--- config.mk ---
export PLATFORM = sky130hd
export DESIGN_NAME = counter_arbiter
export DESIGN_NICKNAME = d
export VERILOG_FILES = /design/src/rtl/counter_arbiter.sv
export SDC_FILE = /design/constraint.sdc
export NUM_CORES = 1
export LEC_CHECK = 0
export CAP_MARGIN = 30
export CORE_ASPECT_RATIO = 1.75
export CORE_MARGIN = 4
export CORE_UTILIZATION = 30
export DETAILED_ROUTE_END_ITERATION = 8
export PLACE_DENSITY = 0.66
export SLEW_MARGIN = 40
export SYNTH_ARGS = -nofsm -noshare
export SYNTH_HDL_FRONTEND = slang
export SYNTH_SLANG_ARGS = --single-unit
--- constraint.sdc ---
create_clock -name clock -period 1.65 [get_ports clock]
set_input_delay 0.33 -clock clock [delete_from_list [all_inputs] [get_ports clock]]
set_output_delay 0.33 -clock clock [all_outputs]
set_load 0.01 [all_outputs]
--- src/rtl/counter_arbiter.sv ---
// Round-robin owner of one shared up-counter: each grant gets a one-cycle
// clear, SWEEPS full sweeps of counting, then a done pulse to its owner.
module counter_arbiter #(
   parameter int NUM_REQ = 4,
   parameter int CNT_W   = 6,
   parameter int SWEEPS  = 1
) (
   input  logic                       clock,
   input  logic                       reset,
   input  logic [NUM_REQ-1:0]         req,
   input  logic                       hold,
   input  logic                       cnt_cout,
   output logic [NUM_REQ-1:0]         grant,
   output logic [$clog2(NUM_REQ)-1:0] grant_id,
   output logic [NUM_REQ-1:0]         done,
   output logic                       busy,
   output logic                       cnt_clear,
   output logic                       cnt_enable
);
   localparam int ID_W = $clog2(NUM_REQ);
   localparam int SW_W = (SWEEPS > 1) ? $clog2(SWEEPS) : 1;

   typedef enum logic [1:0] {
      S_IDLE  = 2'd0,
      S_CLEAR = 2'd1,
      S_RUN   = 2'd2,
      S_DONE  = 2'd3
   } state_t;

   state_t          state;
   state_t          state_next;
   logic [ID_W-1:0] ptr;
   logic [ID_W-1:0] pick;
   logic [ID_W-1:0] cand;
   logic [SW_W-1:0] sweep;
   logic            found;
   logic            hit;
   logic            abort;
   logic            wrap;
   logic            last_sweep;

   // The counter lives outside; reject shapes the sequencing cannot serve.
   if (NUM_REQ < 2 || CNT_W < 1 || SWEEPS < 1) begin : g_param_check
      $error("counter_arbiter: needs NUM_REQ>=2, CNT_W>=1, SWEEPS>=1");
   end

   function automatic logic [NUM_REQ-1:0] onehot(input logic [ID_W-1:0] id);
      onehot = {{(NUM_REQ-1){1'b0}}, 1'b1} << id;
   endfunction

   // First set request searching from ptr+1 around to ptr itself
   always_comb begin
      found = 1'b0;
      hit   = 1'b0;
      pick  = ptr;
      cand  = ptr;
      for (int i = 1; i < NUM_REQ; i++) begin
         cand  = (ptr >= ID_W'(NUM_REQ - i)) ? (ptr - ID_W'(NUM_REQ - i)) : (ptr + ID_W'(i));
         hit   = !found && req[cand];
         pick  = hit ? cand : pick;
         found = found || hit;
      end
      hit   = !found && req[ptr];
      pick  = hit ? ptr : pick;
      found = found || hit;
   end

   assign abort      = !req[grant_id];
   assign wrap       = cnt_cout && cnt_enable;
   assign last_sweep = (sweep == SW_W'(SWEEPS - 1));
   assign busy       = (state != S_IDLE);
   assign cnt_clear  = (state == S_CLEAR);
   assign cnt_enable = (state == S_RUN) && !hold;

   // State register
   always_ff @(posedge clock or negedge reset) begin
      if (!reset) state <= S_IDLE;
      else        state <= state_next;
   end

   // Next-state decision; a dropped request outranks a simultaneous final wrap
   always_comb begin
      state_next = state;
      case (state)
         S_IDLE: begin
            if (found) state_next = S_CLEAR;
            else       state_next = S_IDLE;
         end
         S_CLEAR: begin
            if (abort) state_next = S_IDLE;
            else       state_next = S_RUN;
         end
         S_RUN: begin
            if (abort)                   state_next = S_IDLE;
            else if (wrap && last_sweep) state_next = S_DONE;
            else                         state_next = S_RUN;
         end
         S_DONE:  state_next = S_IDLE;
         default: state_next = S_IDLE;
      endcase
   end

   // Owner, round-robin pointer, sweep count and done pulse
   always_ff @(posedge clock or negedge reset) begin
      if (!reset) begin
         grant    <= '0;
         grant_id <= '0;
         ptr      <= ID_W'(NUM_REQ - 1);
         sweep    <= '0;
         done     <= '0;
      end else begin
         done <= '0;
         case (state)
            S_IDLE: begin
               if (found) begin
                  grant    <= onehot(pick);
                  grant_id <= pick;
               end
            end
            S_CLEAR: begin
               sweep <= '0;
               if (abort) begin
                  grant <= '0;
                  ptr   <= grant_id;
               end
            end
            S_RUN: begin
               if (abort) begin
                  grant <= '0;
                  ptr   <= grant_id;
               end else if (wrap) begin
                  if (last_sweep) begin
                     grant <= '0;
                     done  <= onehot(grant_id);
                  end else begin
                     sweep <= sweep + SW_W'(1);
                  end
               end
            end
            S_DONE:  ptr <= grant_id;
            default: grant <= '0;
         endcase
      end
   end
endmodule
-- After elaboration in Yosys (flattened, before gate mapping)
Index checks and enable logic that the tools add are counted.
- bits in registers: 15
- input port bits: 8
- output and inout bits: 13
- word-level logic and storage cells: 95
- add/subtract/negate cells: 7
- order comparisons: 8
- equality and inequality tests: 10
- shift operators: 2
- mux-type cells: 38
- bitwise logic cells: 1
- reduce and logical (&&, ||, !) cells: 23
- operators by type and width (cell ; number):
    4-bit 2-to-1 mux ; 9
    2-bit 2-to-1 mux ; 10
    2-bit by 3-bit < comparator with 1-bit output, second input constant ; 5
    4-bit case mux with 3 select lines ; 1
    1-bit binary-select mux with 2-bit select ; 5
    1-bit 2-to-1 mux ; 10
    2-bit inequality test, second input constant ; 5
    2-bit case mux with 4 select lines ; 1
    1-bit by 2-bit << shifter with 4-bit output, first input constant ; 2
    1-bit logical AND ; 6
    3-bit inequality test, second input constant ; 2
    2-bit nonzero test ; 3
    5-bit AND reduction ; 1
    2-bit adder, second input constant ; 2
    2-bit equality test, second input constant ; 2
    2-bit greater-or-equal comparator, second input constant ; 2
    1-bit logical NOT ; 4
    2-bit case mux with 2 select lines ; 1
    2-bit AND reduction ; 2
    2-bit subtractor, second input constant ; 2
    1-bit logical OR ; 3
    3-bit AND reduction ; 1
    3-bit nonzero test ; 1
    2-bit by 1-bit adder with 2-bit output, second input constant ; 1
    8 further kinds ; 8

-- Logic depth before layout (Yosys ltp)
- word-level depth: 16
- mapped depth: 6
- depth with buffers taken out: 6

-- Worst setup path before layout
Ideal clock, no wire load.
- kind: register to register
- start: register grant_id[0]
- end: register grant[0]
- setup time: 0.110 ns
- arrival time: 1.689 ns
- data required time: 1.540 ns
- slack: -0.149 ns
- cell stages (with the launch flop): 4
- buffers on the path: 0
- period minus slack after synthesis: 1.799 ns
- cells stage by stage: dfrtp_1 > mux4_2 > a221o_1 > o41ai_1
- longest elaborated chain between the ends: 4
- elaborated cells between the ends (all ways): 8
- classes of those cells: eq/ne: 3; mux: 4; reduce/logical: 1
- ends and longest elaborated chain (what ; RTL line ; RTL):
    from (decl) ; 14 ; output logic [$clog2(NUM_REQ)-1:0] grant_id,
    from (signal assigned) ; 117 ; grant_id <= pick;
    1-bit binary-select mux with 2-bit select (*) ; 68 ; assign abort = !req[grant_id];
    1-bit 2-to-1 mux (not written as such) (*) ; 68 ;
    3-bit inequality test (no source line), or another cell as far along ; n/a ;
    5-bit AND reduction (no source line) or 4-bit case mux with 3 select lines (tied branches) ; n/a ;
    to (signal assigned) ; 116 ; grant <= onehot(pick);
    to (decl) ; 13 ; output logic [NUM_REQ-1:0] grant,
Every way passes the cells marked *; elsewhere a longest branch is shown, timed or not. The select of a mux whose other input is x is not followed.
A chain may end at the register's enable or synchronous reset.

-- Worst setup path in the final report
Ends and elaborated chain as after synthesis.

==> qor.yml <==
outcome: "complete, but fails checks"
violations: "setup timing"
multi_input_area_um2: 415
pre_cts_ws_ns: -0.488
slew_violations: 0
wl_met1_um: 702
synthArstFlopShare: 1.00
rows: 23
dp_cells: 134
final_area_um2: 1180
hold_slack_ns: 0.396
crit_slowest_cell: "mux4_2"
coreArea_um2: 2300
dr_wl_met2_mm: 1.15
synth_edf_count: 0
crit_type: "reg2reg"
numPortBuffers: 20
syn_to_final_growth_pct: 62.7
synth.distinct_cells: 23
grt_pass1_vias: 786
cap_violations: 0
cts_buffers: 3
clk_pin_slew_ns: 0.06
place_area_um2: 1080
die-width_um: 45.2
vias: 706
drc_errors: 0
syn_avg_cell_area_um2: 9.98
fillCellCount: 233
cts_hold_buf: 0
yosysTopAreaCell: "dfrtp_1"
fin_setup_tns_ns: -0.193
fin_ws_ns: -0.0484
syn_nets: 85
final_common_cell: "buf_4"
synth_area_leaders: "dfrtp_1, dfstp_2, ha_1"
yosysSeqAreaShare: 0.485
dr.pass1.iters: 2
gp_congestion: 0.843
path_delay_family: "compound AO/OA/AOI/OAI gates"
drt_iter0_markers: 16
cts_tree: "built"
crit_path_end_kind: "flip-flop"
synth_cells: 73
rsz0062_at_grt: "yes"
slew-limit-headroom: 0.666
antenna_found_initial: 0
final_cell_mix: "buf_4, nand2_1, dfrtp_1, clkdlybuf4s50_1, nand2b_1"
worst_setup_path_start_kind: "flip-flop"
ir_drop_uv: 1160
ys.flop_type: "dfrtp_1"
p_leak_nw: 0.573
fmax_mhz: 589
hp-class: "in2async"
root_buffer: "clkbuf_8"
dieHeight_um: 73.2
worstPathCellList: "mux4_2 > a221o_2 > o41ai_2"
num_antenna_cells: 0
grt_overflow_total: 0
synth_area_um2: 728
hold_viol: 0
grt_max_degree: 15
final_cells: 139
dr_wl_met3_um: 65
wirelength_mm: 2.00
initial_core_util: 0.316
grt_usage: 0.133
critPathBufInv: 0
synth_warnings: 0
worstMarginPinSlew_ns: 0.496
cts_max_path_buffers: 2
period_minus_slack_ns: 1.70
power.density_nw_per_um2: 1850
grt_pass1_wl_mm: 3.20
required_ns: 1.80
slowest_delay_ns: 0.55
finClkSkew_ns: 0.000410
top_layer: "met4"
nets: 127
cp.arrival_ns: 1.84
via_per_inst: 5.08
hpwl_mm: 1.58
synth_top_area_share: 0.412
crit_path_max_fanout: 8
fin_crit_sh: 1.03
clk_latency_ns: 0.25
cts_max_level: 1
io_pins: 21
antenna_left: 0
die_area_um2: 3310
wl_per_cell_um: 14.4
seqCellArea_um2: 354
layout-drive-gt1-share: 0.351
setup-violations-final: 5
ys_ff_latch: 14
cts_sinks: 14
worst register-to-register path: cells and delay by family (launching register included):
family | cells | cell delay (ns)
flops | 1 | 0.38
compound gates | 2 | 0.66
mux | 1 | 0.55
Yosys cell counts, types with 2 or more instances:
cell type,instances
a21oi_1,5
o21ai_0,5
nor3_1,2
dfrtp_1,12
nand2b_1,6
ha_1,4
nor2_1,4
inv_1,4
dfstp_2,2
o41ai_1,4
nand2_1,12
and3_2,2
flip-flops by register name, indices dropped and copies added, names as in the netlist:
| register | flops |
|---|---|
| grant | 4 |
| done | 4 |
| state | 2 |
| grant_id | 2 |
| ptr | 2 |
cell families after synthesis:
family	synth area share
DFF	0.485
and+or+nand+nor	0.201
buffers and inverters	0.0206
AOI/OAI and AO/OA	0.165
adders and majority gates	0.0687
muxes	0.0601
layout make-up:
| cell class | count | area share |
|---|---|---|
| clock buffers | 4 | 0.0465 |
| flip-flops and latches | 14 | 0.299 |
| multi-input cells | 55 | 0.351 |
| inverters | 4 | 0.0127 |
| well taps | 25 | 0.0264 |
| repair buffers | 37 | 0.265 |
timing repair:
item                       CTS  global route
pin swaps                    1             2
resized for setup           21             7
buffers inserted             0             1
setup endpoints to repair   10             9
metal layers:
metal / vias up / track usage
met5: - / 0
met1: 338 / 0.125
met4: 0 / 0.0977
met3: 9 / 0.0148
li1: 341 / -
met2: 18 / 0.244
metrics by stage:
stage | power (mW) | utilization
floorplan | 1.15 | -
global placement | 1.67 | 0.470
detailed placement | 1.71 | 0.470
CTS | 2.11 | 0.505
global route | 2.33 | 0.515
finish | 2.19 | 0.515
power breakdown:
group	internal, mW	leakage (nW)	switching [mW]	total [mW]
Combinational	0.626	0.365	0.659	1.28
Sequential	0.473	0.179	0.0937	0.567
Clock	0.212	0.0288	0.125	0.337
Total	1.31	0.573	0.878	2.19
final timing paths:
path | end | startpoint | cells after the start | slack, ns
min in group clock | grant[1] | grant[1] | 2 | 0.49
hold / removal | done[1] | reset | 2 | 0.40
max in group asynchronous | ptr[0] | reset | 2 | 1.02
setup / recovery | grant[0] | grant_id[0] | 3 | -0.05
setup reg to reg | grant[0] | grant_id[0] | 3 | -0.05
hold reg to reg | grant[1] | grant[1] | 2 | 0.49
Note: power is estimated with default switching activity, not from simulation.
